`config.mk`:
```
export PLATFORM = sky130hd
export DESIGN_NAME = data_mem_arbiter_flat
export DESIGN_NICKNAME = d
export VERILOG_FILES = /design/src/rtl/data_mem_arbiter_if.sv /design/src/rtl/data_mem_arbiter.sv /design/src/flat_wrapper.sv
export SDC_FILE = /design/constraint.sdc
export NUM_CORES = 1
export LEC_CHECK = 0
export CAP_MARGIN = 20
export CORE_MARGIN = 2
export CORE_UTILIZATION = 40
export DETAILED_ROUTE_END_ITERATION = 12
export PLACE_DENSITY = 0.77
export SLEW_MARGIN = 20
export SYNTH_ARGS = -nofsm -noshare
export SYNTH_HDL_FRONTEND = slang
export SYNTH_SLANG_ARGS = --single-unit
```
`constraint.sdc`:
```
create_clock -name clk -period 2.18 [get_ports clk]
set_input_delay 0.327 -clock clk [delete_from_list [all_inputs] [get_ports clk]]
set_output_delay 0.327 -clock clk [all_outputs]
set_load 0.005 [all_outputs]
```
`src/rtl/data_mem_arbiter_if.sv`:
```
// Requester and data-memory bundle for the shared data memory arbiter.
// slave is the arbiter side; master is the requester/memory side.
interface data_mem_arbiter_if;
  logic        a_req;
  logic        a_we;
  logic [31:0] a_addr;
  logic [31:0] a_wdata;
  logic [3:0]  a_sign_mask;
  logic        a_ack;
  logic        a_err;
  logic [31:0] a_rdata;

  logic        b_req;
  logic        b_we;
  logic [31:0] b_addr;
  logic [31:0] b_wdata;
  logic [3:0]  b_sign_mask;
  logic        b_ack;
  logic        b_err;
  logic [31:0] b_rdata;

  logic [31:0] mem_addr;
  logic [31:0] mem_write_data;
  logic        mem_memwrite;
  logic        mem_memread;
  logic [3:0]  mem_sign_mask;
  logic [31:0] mem_read_data;
  logic        mem_clk_stall;

  logic        busy;
  logic        owner_b;

  modport slave (
    input  a_req, a_we, a_addr, a_wdata, a_sign_mask,
    output a_ack, a_err, a_rdata,
    input  b_req, b_we, b_addr, b_wdata, b_sign_mask,
    output b_ack, b_err, b_rdata,
    output mem_addr, mem_write_data, mem_memwrite,
    output mem_memread, mem_sign_mask,
    input  mem_read_data, mem_clk_stall,
    output busy, owner_b
  );

  modport master (
    output a_req, a_we, a_addr, a_wdata, a_sign_mask,
    input  a_ack, a_err, a_rdata,
    output b_req, b_we, b_addr, b_wdata, b_sign_mask,
    input  b_ack, b_err, b_rdata,
    input  mem_addr, mem_write_data, mem_memwrite,
    input  mem_memread, mem_sign_mask,
    output mem_read_data, mem_clk_stall,
    input  busy, owner_b
  );
endinterface

```
`src/rtl/data_mem_arbiter.sv`:
```
// Two-requester arbiter/sequencer in front of the stalling data memory.
// Every output is a register loaded from its next-state value.
module data_mem_arbiter #(
  parameter bit          RR_EN      = 1'b1,
  parameter int          ADDR_WIDTH = 12,
  parameter logic [31:0] LED_ADDR   = 32'h2000,
  parameter int          TIMEOUT    = 16
) (
  input logic               clk,
  input logic               rst_n,
  data_mem_arbiter_if.slave bus
);

  typedef enum logic [2:0] {
    IDLE,
    ISSUE,
    WAIT_HI,
    WAIT_LO,
    RESP
  } state_t;

  localparam logic [4:0] TO_LAST = 5'(TIMEOUT - 1);

  state_t      state, state_n;
  logic        rr_b, rr_b_n;
  logic        we, we_n;
  logic [4:0]  cnt, cnt_n;
  logic [31:0] addr, addr_n;
  logic [31:0] wdata, wdata_n;
  logic [3:0]  mask, mask_n;
  logic        rd_stb, rd_stb_n;
  logic        wr_stb, wr_stb_n;
  logic        a_ack, a_ack_n;
  logic        b_ack, b_ack_n;
  logic        a_err, a_err_n;
  logic        b_err, b_err_n;
  logic [31:0] a_rdata, a_rdata_n;
  logic [31:0] b_rdata, b_rdata_n;
  logic        busy, busy_n;
  logic        owner, owner_n;

  logic        pick_b;
  logic        sel_we;
  logic [31:0] sel_addr;
  logic [31:0] sel_wdata;
  logic [3:0]  sel_mask;
  logic        in_range;
  logic        fin;
  logic        fin_err;
  logic        fin_cap;

  always_comb begin
    pick_b = 1'b0;
    unique case (1'b1)
      bus.a_req && bus.b_req:  pick_b = RR_EN ? rr_b : 1'b0;
      bus.b_req && !bus.a_req: pick_b = 1'b1;
      default:                 pick_b = 1'b0;
    endcase
  end

  assign sel_we    = pick_b ? bus.b_we        : bus.a_we;
  assign sel_addr  = pick_b ? bus.b_addr      : bus.a_addr;
  assign sel_wdata = pick_b ? bus.b_wdata     : bus.a_wdata;
  assign sel_mask  = pick_b ? bus.b_sign_mask : bus.a_sign_mask;

  // LED_ADDR lives above the RAM span but must still reach the memory
  assign in_range = ((sel_addr >> ADDR_WIDTH) == 32'd0)
                 || (sel_addr == LED_ADDR);

  always_comb begin
    state_n   = state;
    rr_b_n    = rr_b;
    we_n      = we;
    cnt_n     = cnt;
    addr_n    = addr;
    wdata_n   = wdata;
    mask_n    = mask;
    owner_n   = owner;
    rd_stb_n  = 1'b0;
    wr_stb_n  = 1'b0;
    a_ack_n   = 1'b0;
    b_ack_n   = 1'b0;
    a_err_n   = 1'b0;
    b_err_n   = 1'b0;
    a_rdata_n = a_rdata;
    b_rdata_n = b_rdata;
    fin       = 1'b0;
    fin_err   = 1'b0;
    fin_cap   = 1'b0;

    unique case (state)
      IDLE: begin
        if (!bus.mem_clk_stall && (bus.a_req || bus.b_req)) begin
          owner_n = pick_b;
          rr_b_n  = !pick_b;
          we_n    = sel_we;
          addr_n  = sel_addr;
          wdata_n = sel_wdata;
          mask_n  = sel_mask;
          if (!in_range) begin
            state_n = RESP;
            fin     = 1'b1;
            fin_err = 1'b1;
          end else begin
            state_n  = ISSUE;
            rd_stb_n = !sel_we;
            wr_stb_n = sel_we;
          end
        end
      end
      ISSUE: begin
        state_n = WAIT_HI;
        cnt_n   = 5'd0;
      end
      WAIT_HI: begin
        if (bus.mem_clk_stall) begin
          state_n = WAIT_LO;
          cnt_n   = 5'd0;
        end else if (cnt == TO_LAST) begin
          state_n = RESP;
          fin     = 1'b1;
          fin_err = 1'b1;
        end else begin
          cnt_n = cnt + 5'd1;
        end
      end
      WAIT_LO: begin
        if (!bus.mem_clk_stall) begin
          state_n = RESP;
          fin     = 1'b1;
          fin_cap = !we;
        end else if (cnt == TO_LAST) begin
          state_n = RESP;
          fin     = 1'b1;
          fin_err = 1'b1;
        end else begin
          cnt_n = cnt + 5'd1;
        end
      end
      RESP:    state_n = IDLE;
      default: state_n = IDLE;
    endcase

    // ack/err/rdata are loaded on the edge that enters RESP
    if (fin) begin
      if (owner_n) begin
        b_ack_n = 1'b1;
        b_err_n = fin_err;
        if (fin_err)      b_rdata_n = 32'd0;
        else if (fin_cap) b_rdata_n = bus.mem_read_data;
      end else begin
        a_ack_n = 1'b1;
        a_err_n = fin_err;
        if (fin_err)      a_rdata_n = 32'd0;
        else if (fin_cap) a_rdata_n = bus.mem_read_data;
      end
    end

    busy_n = (state_n != IDLE);
  end

  always_ff @(posedge clk or negedge rst_n) begin
    if (!rst_n) begin
      state <= IDLE;
    end else begin
      state <= state_n;
    end
  end

  always_ff @(posedge clk or negedge rst_n) begin
    if (!rst_n) begin
      rr_b    <= 1'b0;
      we      <= 1'b0;
      cnt     <= 5'd0;
      addr    <= 32'd0;
      wdata   <= 32'd0;
      mask    <= 4'd0;
      owner   <= 1'b0;
      rd_stb  <= 1'b0;
      wr_stb  <= 1'b0;
      a_ack   <= 1'b0;
      b_ack   <= 1'b0;
      a_err   <= 1'b0;
      b_err   <= 1'b0;
      a_rdata <= 32'd0;
      b_rdata <= 32'd0;
      busy    <= 1'b0;
    end else begin
      rr_b    <= rr_b_n;
      we      <= we_n;
      cnt     <= cnt_n;
      addr    <= addr_n;
      wdata   <= wdata_n;
      mask    <= mask_n;
      owner   <= owner_n;
      rd_stb  <= rd_stb_n;
      wr_stb  <= wr_stb_n;
      a_ack   <= a_ack_n;
      b_ack   <= b_ack_n;
      a_err   <= a_err_n;
      b_err   <= b_err_n;
      a_rdata <= a_rdata_n;
      b_rdata <= b_rdata_n;
      busy    <= busy_n;
    end
  end

  assign bus.a_ack          = a_ack;
  assign bus.a_err          = a_err;
  assign bus.a_rdata        = a_rdata;
  assign bus.b_ack          = b_ack;
  assign bus.b_err          = b_err;
  assign bus.b_rdata        = b_rdata;
  assign bus.mem_addr       = addr;
  assign bus.mem_write_data = wdata;
  assign bus.mem_sign_mask  = mask;
  assign bus.mem_memread    = rd_stb;
  assign bus.mem_memwrite   = wr_stb;
  assign bus.busy           = busy;
  assign bus.owner_b        = owner;

endmodule

```
`src/flat_wrapper.sv`:
```
// flat-port wrapper written by rule: the top's interface ports become plain ports
module data_mem_arbiter_flat 
#(
  parameter bit          RR_EN      = 1'b1,
  parameter int          ADDR_WIDTH = 12,
  parameter logic [31:0] LED_ADDR   = 32'h2000,
  parameter int          TIMEOUT    = 16
)
  (clk, rst_n, bus_a_req, bus_a_we, bus_a_addr, bus_a_wdata, bus_a_sign_mask, bus_a_ack, bus_a_err, bus_a_rdata, bus_b_req, bus_b_we, bus_b_addr, bus_b_wdata, bus_b_sign_mask, bus_b_ack, bus_b_err, bus_b_rdata, bus_mem_addr, bus_mem_write_data, bus_mem_memwrite, bus_mem_memread, bus_mem_sign_mask, bus_mem_read_data, bus_mem_clk_stall, bus_busy, bus_owner_b);
  data_mem_arbiter_if bus_i ();
  input logic clk;
  input logic rst_n;
  input wire logic [$bits(bus_i.a_req)-1:0] bus_a_req;
  input wire logic [$bits(bus_i.a_we)-1:0] bus_a_we;
  input wire logic [$bits(bus_i.a_addr)-1:0] bus_a_addr;
  input wire logic [$bits(bus_i.a_wdata)-1:0] bus_a_wdata;
  input wire logic [$bits(bus_i.a_sign_mask)-1:0] bus_a_sign_mask;
  output wire logic [$bits(bus_i.a_ack)-1:0] bus_a_ack;
  output wire logic [$bits(bus_i.a_err)-1:0] bus_a_err;
  output wire logic [$bits(bus_i.a_rdata)-1:0] bus_a_rdata;
  input wire logic [$bits(bus_i.b_req)-1:0] bus_b_req;
  input wire logic [$bits(bus_i.b_we)-1:0] bus_b_we;
  input wire logic [$bits(bus_i.b_addr)-1:0] bus_b_addr;
  input wire logic [$bits(bus_i.b_wdata)-1:0] bus_b_wdata;
  input wire logic [$bits(bus_i.b_sign_mask)-1:0] bus_b_sign_mask;
  output wire logic [$bits(bus_i.b_ack)-1:0] bus_b_ack;
  output wire logic [$bits(bus_i.b_err)-1:0] bus_b_err;
  output wire logic [$bits(bus_i.b_rdata)-1:0] bus_b_rdata;
  output wire logic [$bits(bus_i.mem_addr)-1:0] bus_mem_addr;
  output wire logic [$bits(bus_i.mem_write_data)-1:0] bus_mem_write_data;
  output wire logic [$bits(bus_i.mem_memwrite)-1:0] bus_mem_memwrite;
  output wire logic [$bits(bus_i.mem_memread)-1:0] bus_mem_memread;
  output wire logic [$bits(bus_i.mem_sign_mask)-1:0] bus_mem_sign_mask;
  input wire logic [$bits(bus_i.mem_read_data)-1:0] bus_mem_read_data;
  input wire logic [$bits(bus_i.mem_clk_stall)-1:0] bus_mem_clk_stall;
  output wire logic [$bits(bus_i.busy)-1:0] bus_busy;
  output wire logic [$bits(bus_i.owner_b)-1:0] bus_owner_b;
  assign bus_i.a_req = bus_a_req;
  assign bus_i.a_we = bus_a_we;
  assign bus_i.a_addr = bus_a_addr;
  assign bus_i.a_wdata = bus_a_wdata;
  assign bus_i.a_sign_mask = bus_a_sign_mask;
  assign bus_a_ack = bus_i.a_ack;
  assign bus_a_err = bus_i.a_err;
  assign bus_a_rdata = bus_i.a_rdata;
  assign bus_i.b_req = bus_b_req;
  assign bus_i.b_we = bus_b_we;
  assign bus_i.b_addr = bus_b_addr;
  assign bus_i.b_wdata = bus_b_wdata;
  assign bus_i.b_sign_mask = bus_b_sign_mask;
  assign bus_b_ack = bus_i.b_ack;
  assign bus_b_err = bus_i.b_err;
  assign bus_b_rdata = bus_i.b_rdata;
  assign bus_mem_addr = bus_i.mem_addr;
  assign bus_mem_write_data = bus_i.mem_write_data;
  assign bus_mem_memwrite = bus_i.mem_memwrite;
  assign bus_mem_memread = bus_i.mem_memread;
  assign bus_mem_sign_mask = bus_i.mem_sign_mask;
  assign bus_i.mem_read_data = bus_mem_read_data;
  assign bus_i.mem_clk_stall = bus_mem_clk_stall;
  assign bus_busy = bus_i.busy;
  assign bus_owner_b = bus_i.owner_b;
  data_mem_arbiter #(.RR_EN(RR_EN), .ADDR_WIDTH(ADDR_WIDTH), .LED_ADDR(LED_ADDR), .TIMEOUT(TIMEOUT)) u_core (.clk(clk), .rst_n(rst_n), .bus(bus_i));
endmodule
```
# ---- After elaboration in Yosys (flattened, before gate mapping)
# Index checks and enable logic that the tools add are counted.
dict set report classes {
  addsub 1
  eq_ne 6
  reduce_logical 19
  bitwise_logic 1
  mux 43
}
# operator n
set ops {}
lappend ops {{32-bit 2-to-1 mux} 4}
lappend ops {{32-bit by 14-bit equality test with 1-bit output, second input constant} 1}
lappend ops {{32-bit logical NOT} 1}
lappend ops {{1-bit 2-to-1 mux} 25}
lappend ops {{3-bit 2-to-1 mux} 5}
lappend ops {{5-bit 2-to-1 mux} 3}
lappend ops {{5-bit one-hot mux with 3 select lines} 1}
lappend ops {{3-bit one-hot mux with 4 select lines} 1}
lappend ops {{3-bit by 2-bit equality test with 1-bit output, second input constant} 2}
lappend ops {{1-bit one-hot mux with 3 select lines} 2}
lappend ops {{3-bit AND reduction} 2}
lappend ops {{3-bit nonzero test} 2}
lappend ops {{5-bit by 1-bit adder with 5-bit output, second input constant} 1}
lappend ops {{5-bit by 4-bit equality test with 1-bit output, second input constant} 1}
lappend ops {{1-bit logical NOT} 5}
lappend ops {{4-bit 2-to-1 mux} 1}
lappend ops {{2-bit AND reduction} 2}
lappend ops {{3-bit by 1-bit equality test with 1-bit output, second input constant} 1}
lappend ops {{1-bit logical AND} 3}
lappend ops {{3-bit logical NOT} 1}
lappend ops {{1-bit logical OR} 2}
lappend ops {{2-bit != test, second input constant} 1}
lappend ops {{1-bit one-hot mux with 2 select lines} 1}
lappend ops {{2-bit nonzero test} 1}
lappend ops {{1-bit inverter} 1}
dict set report word_totals {
  ff_bits 150
}

# ---- Longest topological paths before layout
# Gate-level depths: netlist of run 1.
dict set report logic_depth {
  word_depth 11
  mapped_depth 9
}

# ---- Least setup slack after synthesis of run 1
# OpenSTA, ideal clock, no wires.
dict set report synth_timing {
  path_kind {reg2reg}
  startpoint {register u_core.state[1]}
  endpoint {register u_core.b_rdata[10], in the netlist u_core.bus.b_rdata[10]}
  setup_time_ns 0.132
  t_arrival_ns 1.868
  n_path_buf 3
  stages_incl_launch_ff 10
  required_time_ns 2.048
  setup_slack_ns 0.180
  path_cell_list {dfrtp_1 -> buf_2 -> or4_4 -> o21ai_2 -> and2_1 -> buf_4 -> inv_4 -> buf_6 -> a32oi_1 -> o21ai_1}
}
dict set report synth_via {
  elab_chain_len 4
  elab_cells_between_ends 10
  cone_classes {2 x eq/ne; 5 x mux; 3 x reduce/logical}
}
# item line
set synth_rtl {}
lappend synth_rtl {{start: declaration} data_mem_arbiter.sv:24} ;# state_t state, state_n;
lappend synth_rtl {{start signal: assignment} data_mem_arbiter.sv:166} ;# state <= state_n;
lappend synth_rtl {{3-bit by 2-bit equality test with 1-bit output / 3-bit logical NOT (equally long branches)} data_mem_arbiter.sv:91} ;# unique case (state)
lappend synth_rtl {{1-bit one-hot mux with 3 select lines / 1-bit 2-to-1 mux (equally long branches)} data_mem_arbiter.sv:91}
lappend synth_rtl {{2-bit nonzero test (no line)} n/a}
lappend synth_rtl {{3-bit AND reduction (no line)} n/a}
lappend synth_rtl {{end signal: assignment} data_mem_arbiter.sv:203} ;# b_rdata <= b_rdata_n;
lappend synth_rtl {{end: declaration} data_mem_arbiter.sv:38} ;# logic [31:0] b_rdata, b_rdata_n;
# Parallel ways exist; a longest one is shown, timed or not.
# A chain may end at the register's enable or synchronous reset.

# ---- Final worst setup path of run 1
dict set report layout_timing {
  startpoint {register u_core.state[1]}
  endpoint {register u_core.a_rdata[0], in the netlist u_core.bus.a_rdata[0]}
}
dict set report layout_via {
  elab_chain_len 4
  elab_cells_between_ends 11
  cone_classes {2 x eq/ne; 5 x mux; 1 x bitwise; 3 x reduce/logical}
}
# item line
set layout_rtl {}
lappend layout_rtl {{3-bit by 2-bit equality test with 1-bit output / 3-bit logical NOT (equally long branches)} data_mem_arbiter.sv:91}
lappend layout_rtl {{1-bit one-hot mux with 3 select lines / 1-bit 2-to-1 mux (equally long branches)} data_mem_arbiter.sv:91}
lappend layout_rtl {{2-bit nonzero test (no line) / 1-bit inverter (equally long branches)} n/a}
lappend layout_rtl {{3-bit AND reduction (no line)} n/a}
lappend layout_rtl {{end signal: assignment} data_mem_arbiter.sv:202} ;# a_rdata <= a_rdata_n;
lappend layout_rtl {{end: declaration} data_mem_arbiter.sv:37} ;# logic [31:0] a_rdata, a_rdata_n;
# Parallel ways exist; a longest one is shown, timed or not.

==> reports/summary.txt, run 1 <==
Critical path arrival = 2.38 ns
Fraction of registers with async set/reset = 1.00
Synth unique cells = 44
Mapped Area = 7210 um^2
YS warnings = 0
1st-iter DRT viols = 441
Fin. max-slew vios = 0
RSZ-0062 raised after global routing = no
Clock Skew = 0.00940 ns
Routed Antenna Nets = 0
DP Cell Count = 1274
H-Tree Depth = 4
Worst ir drop on vdd = 623 uV
Clock tree buffer depth = 2
# fillers = 1399
Chip width = 138 um
Pwr dens = 693 nW/um^2
PortBufs = 314
Post-DR wirelength/cell = 18.2 um
Most frequent cells in the layout = clkdlybuf4s50_1, dfrtp_1, nand2_1, o21ai_0, mux2i_1
Gate Count Post-Synth = 741
Worst slew margin = 0.609
Initial Utilization = 0.404
Register area = 3750 um^2
Placed wire-length estimate = 17500 um
Leakage = 4.91 nW
Share of layout cells above drive strength 1 = 0.0891
Tot GR Track Use = 0.253
Max frequency = 476 MHz
Required time worst endpoint = 2.46 ns
Clock sink count = 150
Setup Buffers After CTS = 0
Via density per instance = 5.27
Peak per-stage delay on the critical path = 0.56 ns
Die Area = 19100 um^2
Hold Crit Class = in2async
Final period utilization = 0.964
Startpoint types = register
Vias in the first global route = 7000
Reg2reg start = u_core.state[1]
Pre-CTS WS = -0.270 ns
Post-DP Area = 10900 um^2
Fin cells = 1308
Detailed Route WL = 23800 um
Syn_nets = 917
CTS buffer count = 17
Seq/Total Area, Yosys = 0.521
Residual DRC count = 0
Commonest non-fill, non-tap cell in the layout = clkdlybuf4s50_1
Max-cap violations = 0
TNS Setup = 0 ns
Gp weighted congestion = 0.864
First-pass GRT wire length = 38600 um
Tmin final = 2.10 ns
Final Cell Area = 11600 um^2
Max FO, Critical Path = 26
Initial antenna violation count = 1
Clk Latency, worst-skew pair = 0.42 ns
Vias = 6891
Core ar. = 17800 um^2
Worst slew pin tran = 0.586 ns
CTS clk-pin slew, worst paths = 0.06 ns
Final nets = 1241
Pin count of the biggest net entering global routing = 61
Final setup violation count = 0
Synth-to-layout area growth = 60.9%
Total gr overflow = 0
Main synth FF type = dfrtp_1
Multi-input gate area = 3230 um^2
Critical path cell sequence = or4_4 -> buf_4 -> nor2_2 -> o311ai_4 -> buf_12 -> a22oi_1 -> o21ai_0
Crit path from = u_core.state[1]
CP endpoint kind = register
Hold Violations, Final = 0
Root Buffer Master = clkbuf_16
Status = completed
Syn Area/Cell = 9.73 um^2
Slowest stage cell on the critical path = or4_4
Die height = 138 um
CTS tree = yes
FF+latch count, synth = 150
Total power draw = 8.04 mW
Post-synth EDFFs = 0
CP Class = reg2reg
Setup ws final = 0.0776 ns
Ports = 315
Rows = 49
First-pass detailed-route iteration total = 5
==> path summary, 6_finish.rpt <==
check                                                endpoint  slack, ns  cells past startpoint
max in group asynchronous        u_core.bus.mem_write_data[7]       1.01                      3
worst min register to register  u_core.bus.mem_write_data[23]       0.48                      2
min in group clk                u_core.bus.mem_write_data[23]       0.48                      2
worst max-delay path                    u_core.bus.a_rdata[0]       0.08                      7
worst max register to register          u_core.bus.a_rdata[0]       0.08                      7
worst min-delay path                    u_core.bus.b_rdata[6]       0.47                      2
==> through the flow <==
step | utilization | hold WS, ns
finish | 0.650 | 0.469
global route | 0.650 | 0.503
CTS | 0.649 | 0.479
detailed placement | 0.613 | 0.354
global placement | 0.613 | 0.346
floorplan | - | 0.0314
==> cell families after synthesis <==
family          share of synthesized area
buf+inv                            0.0401
mux                                0.0972
flops                               0.521
simple gates                        0.149
compound gates                      0.189
fa+ha+maj                         0.00174
xor+xnor                          0.00243
==> layer usage <==
| layer | track usage | vias up | routed length, um |
|---|---|---|---|
| li1 | - | 3301 | - |
| met1 | 0.327 | 3276 | 9910 |
| met2 | 0.414 | 257 | 11800 |
| met3 | 0.0488 | 57 | 1140 |
| met4 | 0.113 | 0 | 944 |
| met5 | 0 | - | 0 |
==> synthesized netlist by cell type, types with 2 or more instances <==
cell / instances / share of area
o21ai_0: 100 / 0.069
or4_1: 2 / 0.0021
nand2_1: 145 / 0.076
o21bai_1: 2 / 0.0021
buf_6: 3 / 0.0047
dfrtp_1: 150 / 0.52
o21ai_1: 45 / 0.031
nor2_1: 14 / 0.0073
o21a_1: 2 / 0.0021
clkbuf_1: 31 / 0.016
nor2b_1: 2 / 0.0017
nand3_1: 3 / 0.0021
nor3_1: 3 / 0.0021
nand4_1: 2 / 0.0017
buf_4: 2 / 0.0021
and3_1: 3 / 0.0026
a32oi_1: 33 / 0.040
mux2i_1: 70 / 0.097
a21oi_1: 4 / 0.0028
and2_1: 34 / 0.030
or2_2: 2 / 0.0017
buf_1: 5 / 0.0026
nor4_1: 12 / 0.010
a22oi_1: 32 / 0.033
buf_2: 18 / 0.013
nand2b_1: 4 / 0.0035
==> what timing repair did <==
action,4_1_cts,5_1_grt
setup endpoints to repair,0,2
endpoints found under the hold margin,56,0
hold buffers,1,0
resized for setup,0,2
==> final cells by class <==
type	instances	area share
repair buffers	365	0.316
multi-input cells	529	0.279
diodes	1	0.000216
inverters	2	0.000863
clock inverters	12	0.0175
well taps	229	0.0247
flip-flops and latches	150	0.324
clock buffers	20	0.0377
==> flip-flops by register name, summed over array words and instances, names as in the netlist <==
register,count
u_core.bus.a_ack,1
u_core.bus.a_err,1
u_core.bus.a_rdata,32
u_core.bus.b_ack,1
u_core.bus.b_err,1
u_core.bus.b_rdata,32
u_core.bus.busy,1
u_core.bus.mem_addr,32
u_core.bus.mem_memread,1
u_core.bus.mem_memwrite,1
u_core.bus.mem_sign_mask,4
u_core.bus.mem_write_data,32
u_core.bus.owner_b,1
u_core.cnt,5
u_core.rr_b,1
u_core.state,3
u_core.we,1
==> critical path, delay by kind of cell, from the launching register on <==
family | cells | cell delay (ns)
buf+inv | 2 | 0.35
compound gates | 3 | 0.45
simple gates | 2 | 0.72
flops | 1 | 0.42
==> power breakdown <==
group	total [mW]	switching (mW)	internal, mW
Clock	3.21	1.18	2.03
Combinational	1.67	0.700	0.966
Sequential	3.16	0.131	3.03
No activity file was read; power rests on OpenSTA's default activity.
==> run 2: changes to the inputs <==
CTS_CLUSTER_SIZE = 10   (was not set)
==> results of run 2 <==
Same layout as run 1: the final DEF is identical, and so are final timing and power.
==> run 3: changes to the inputs <==
ABC_AREA = 1   (was not set)
PLACE_DENSITY = 0.78   (was 0.77)
SLEW_MARGIN = not set   (was 20)
clock period = 2.6 ns   (was 2.18 ns; I/O delays follow)
==> reports/summary.txt, run 3 <==
CTS clk-pin slew, worst paths = 0.06 ns (about the same)
Critical path arrival = 2.78 ns (+0.40 ns)
Clock sink count = 150 (unchanged)
Worst hold path startpoint = u_core.bus.mem_addr[6]
Mapped Area = 6840 um^2 (-5.1%)
FF+latch count, synth = 150 (unchanged)
Hold Crit Class = reg2reg
Tot GR Track Use = 0.256 (+0.00321)
Setup slack, reg-to-reg = 0.25 ns (+0.17 ns)
Initial antenna violation count = 0 (-1)
Most frequent cells in the layout = clkdlybuf4s50_1, nand2_1, dfrtp_1, o21ai_0, nand4_1
Largest cells by area after synthesis = dfrtp_1, nand2_1, o21ai_0
Final nets = 1338 (+7.8%)
Startpoint types = input port
Pin count of the biggest net entering global routing = 65 (+6.6%)
RSZ-0062 raised after global routing = no
Leakage = 5.27 nW (+7.3%)
CTS buffer count = 17 (unchanged)
Synth top cells by count = nand2_1, dfrtp_1, o21ai_0
Fin. max-slew vios = 0 (unchanged)
Hold Violations, Final = 0 (unchanged)
Final hold slack = 0.472 ns (+0.00350 ns)
Main synth FF type = dfrtp_1
Top-count cell post-synth = nand2_1
Clock Skew = 0.0149 ns (+0.00555 ns)
PortBufs = 314 (unchanged)
First-pass detailed-route iteration total = 5 (unchanged)
Synth-to-layout area growth = 63.0%
Post-DR wirelength/cell = 16.7 um (-7.9%)
Worst slew pin tran = 0.580 ns (-0.00584 ns)
Initial Utilization = 0.411 (+0.00684)
Vias in the first global route = 6947 (-0.76%)
Pwr dens = 893 nW/um^2 (+29%)
Tmin final = 2.42 ns
Worst ir drop on vdd = 563 uV (-9.6%)
Seq/Total Area, Yosys = 0.549 (+0.0282)
Worst slew margin = 0.613 (+0.00390)
Status = completed
Root Buffer Master = clkbuf_16
Syn Area/Cell = 8.21 um^2 (-16%)
Die height = 135 um (-2.5%)
Final period utilization = 0.929
WHS Path Cells = 2
H-Tree Depth = 4 (unchanged)
Reg2reg start = u_core.rr_b
Final setup violation count = 0 (unchanged)
Max-cap violations = 0 (unchanged)
Vias = 6939 (+0.70%)
Commonest non-fill, non-tap cell in the layout = clkdlybuf4s50_1
Share of layout cells above drive strength 1 = 0.0818 (-0.00728)
CTS tree = yes
Required time worst endpoint = 2.97 ns (+0.51 ns)
Detailed Route WL = 23300 um (-1.8%)
Residual DRC count = 0 (unchanged)
Reg2reg end = u_core.bus.b_rdata[23]
Gate Count Post-Synth = 833 (+12%)
Post-synth EDFFs = 0 (unchanged)
Reg2Reg Depth = 16 (+9)
Via density per instance = 4.98 (-5.5%)
TNS Setup = 0 ns (unchanged)
Rows = 47 (-4.1%)
1st-iter DRT viols = 580 (+32%)
Total gr overflow = 0 (unchanged)
First-pass GRT wire length = 36300 um (-5.9%)
CP Class = in2reg
Total power draw = 9.95 mW (+24%)
# fillers = 1368 (-2.2%)
YS warnings = 0 (unchanged)
Gp weighted congestion = 0.956 (+11%)
Final Cell Area = 11100 um^2 (-3.9%)
Core ar. = 16600 um^2 (-6.7%)
Yosys top cell area share = 0.549 (+0.0282)
CP endpoint kind = register
Synth area leader = dfrtp_1
Max FO, Critical Path = 26 (unchanged)
Clk Latency, worst-skew pair = 0.43 ns (about the same)
Ports = 315 (unchanged)
Die Area = 18200 um^2 (-5.0%)
Max frequency = 414 MHz
Worst hold endpoint = u_core.bus.mem_addr[6]
Synth unique cells = 27 (-39%)
Placed wire-length estimate = 16900 um (-3.3%)
Diode count = 0 (-1)
Clock tree buffer depth = 2 (unchanged)
Post-DP Area = 10400 um^2 (-4.4%)
Syn_nets = 1009 (+10%)
Routed Antenna Nets = 0 (unchanged)
Layout Utilization = 0.669 (+0.0197)
Chip width = 135 um (-2.5%)
Fraction of registers with async set/reset = 1.00 (unchanged)
## run 3: cell types whose count changed after synthesis, sizes merged, moves of 11 or more
cell and delta:
mux2i -69, nand4 +63, a32oi -33, a22oi -32, and2 -34, inv +37
nor2 +52, nand3 +11, nand2 +157, o21ai -30, nor4 -12
## run 3: area by class of cell
type	count	area, um^2	share of cell area
Clock buffer	21	450	0.0404
Clock inverter	10	148	0.0133
Inverter	39	146	0.0131
Multi-Input combinational cell	587	2660	0.239
Sequential cell	150	3750	0.337
Tap cell	220	275	0.0247
Timing Repair Buffer	367	3710	0.333
## run 3: metal layers
metal | GRT usage | wire length (um) | vias to the layer above
met5 | 0 | 0 | -
met4 | 0.121 | 902 | 0
met3 | 0.0593 | 1460 | 58
met2 | 0.427 | 11600 | 264
met1 | 0.315 | 9400 | 3238
li1 | - | - | 3379
## run 3: how the worst max path moves through the flow
stage	startpoint	endpoint	slack, ns	cells after the start
6_report	bus_a_req	u_core.bus.b_rdata[23]	0.18	16
5_1_grt	bus_a_req	u_core.bus.b_rdata[5]	0.02	16
2_1_floorplan	bus_b_req	u_core.bus.b_rdata[10]	0.61	15
4_1_cts	bus_a_req	u_core.bus.a_rdata[29]	0.17	15
3_3_place_gp	bus_a_req	u_core.bus.a_rdata[29]	-0.17	15
3_5_place_dp	bus_a_req	u_core.bus.a_rdata[29]	-0.28	15
## run 3: worst max-delay path, cell delays in order
cell and delay (ns):
clkdlybuf4s50_1 0.53, nand2_4 0.07, nand2_2 0.10, buf_4 0.21, nand2_1 0.06, o21ai_1 0.19
nand2_1 0.09, nor2_1 0.09, nand2_1 0.06, nor2_2 0.14, nand2_1 0.14, a21oi_4 0.21
buf_12 0.13, clkbuf_16 0.19, nand4_1 0.11, nand2_1 0.07
## run 3: metrics by stage
step,cells,setup slack [ns]
after floorplan,833,0.606
final,1394,0.184
after detailed placement,1358,-0.278
after global routing,1394,0.0181
after global placement,1358,-0.173
after CTS,1390,0.169
## run 3: where the power goes
group          switching [mW]  internal (mW)  total (mW)
clock                   0.973           1.54        2.51
combinational            1.86           2.11        3.97
sequential              0.417           3.05        3.46
total                    3.25           6.69        9.95
## run 3: kinds of logic after synthesis
family          count (synthesis)  synth area share
buf+inv                        96            0.0673
fa+ha+maj                       1           0.00183
flops                         150             0.549
simple gates                  461             0.288
xor+xnor                        1           0.00128
mux                             1           0.00146
compound gates                123            0.0908
## run 3: what timing repair did
action / in CTS / in global routing
resized for setup: 0 / 3
setup endpoints to repair: 0 / 64
hold buffers: 1 / 0
buffers inserted: 0 / 2
endpoints found under the hold margin: 58 / 0
==> variant, RTL diff (config.mk and constraints of run 2) <==
The 5 states of `state_t` get a one-hot encoding in 5 bits.
--- a/src/rtl/data_mem_arbiter.sv
+++ b/src/rtl/data_mem_arbiter.sv
@@ -12,10 +12,10 @@
 );
 
-  typedef enum logic [2:0] {
-    IDLE,
-    ISSUE,
-    WAIT_HI,
-    WAIT_LO,
-    RESP
+  typedef enum logic [4:0] {
+    IDLE    = 5'b00001,
+    ISSUE   = 5'b00010,
+    WAIT_HI = 5'b00100,
+    WAIT_LO = 5'b01000,
+    RESP    = 5'b10000
   } state_t;
 
Formal check against the unedited RTL: no difference found for any inputs over 4 cycles, from zero or initial values and one cycle with rst_n low; so few cycles prove little.
==> variant against run 2 <==
- sequential share of layout area rose by 2.1 points
- highest routed layer unchanged
- total power rose by 4.4%
- hold slack got worse by 170 ps
- synthesized area fell by 7.1%
- critical endpoint is now u_core.bus.a_rdata[25]$_DFFE_PN0P_
- largest power group is now sequential cells
- worst setup slack got worse by 33 ps
- sequential cell count rose by 2
- wire length fell by 7.9%
- design area fell by 4.8%
==> variant: results (changes against run 2) <==
grt met1 use=0.2940 (was 0.3270); Worst Clk Skew=16.78 ps (was 9.399 ps); M1 WL=8790 µm (was 9913 µm); Mapped Avg Cell Area=11.72 µm² (was 9.726 µm²); GR Layer Usage met3=0.09437 (was 0.04884); routed len/inst=19.23 µm (was 18.19 µm); Area contributors post-synth=dfrtp_1 56%, mux2i_1 10%, a32o_1 9.6% (was dfrtp_1 52%, mux2i_1 9.7%, nand2_1 7.6%); largest net degree at the start of global routing=127 (was 61); period utilisation layout=0.9797 (was 0.9644); Mapped Nets=747 (was 917); Global Route Usage Sum=0.2434 (was 0.2526); layout cells sized above 1=0.1130 (was 0.08905); Iteration-0 DRC Markers=278 (was 441); Ant. Diodes=0 (was 1); critical path fanouts, max=8 (was 26); Hold Slack=303.8 ps (was 468.8 ps); Placed Instances=1103 (was 1274); met2 GRT Util=0.3972 (was 0.4140); Core Util, Final=0.6704 (was 0.6498); crit path DAT=2500 ps (was 2380 ps); status=complete, no violations (unchanged); VDD IR max=481.9 µV (was 622.9 µV); hpwl dp=15890 µm (was 17470 µm); leakage=4.895 nW (was 4.912 nW); WL met3=2101 µm (was 1137 µm); Synth cell types=52 (was 44); hold crit path type=in -> reg (was in -> async); WL met2=10480 µm (was 11790 µm)
==> variant: cell count changes after synthesis, moves of 3 or more <==
cell,change
and2_1,-34
nor4_1,-5
a21oi_1,+8
clkbuf_1,-17
a22oi_1,-32
a32o_1,+63
o21ai_0,-28
a32oi_1,-33
buf_6,+3
o21ai_1,-44
inv_1,+3
nand2_1,-71
==> variant: cells by family after synthesis <==
logic type | Yosys count | share of synthesized area
flops | 152 | 0.5684
simple gates | 131 | 0.09682
buf+inv | 50 | 0.03906
fa+ha+maj | 1 | 0.001869
compound gates | 166 | 0.1879
xor+xnor | 1 | 0.001309
mux | 70 | 0.1047
==> variant: final cells by class <==
type | count | area share
well taps | 220 | 0.02493
repair buffers | 362 | 0.3319
clock inverters | 11 | 0.01122
multi-input cells | 369 | 0.2448
inverters | 5 | 0.001700
flip-flops and latches | 152 | 0.3447
clock buffers | 21 | 0.04080
==> variant: report_power, final <==
part,switching [mW],internal [mW]
Sequential,0.204,3.17
Combinational,0.913,1.22
Clock,1.17,1.71
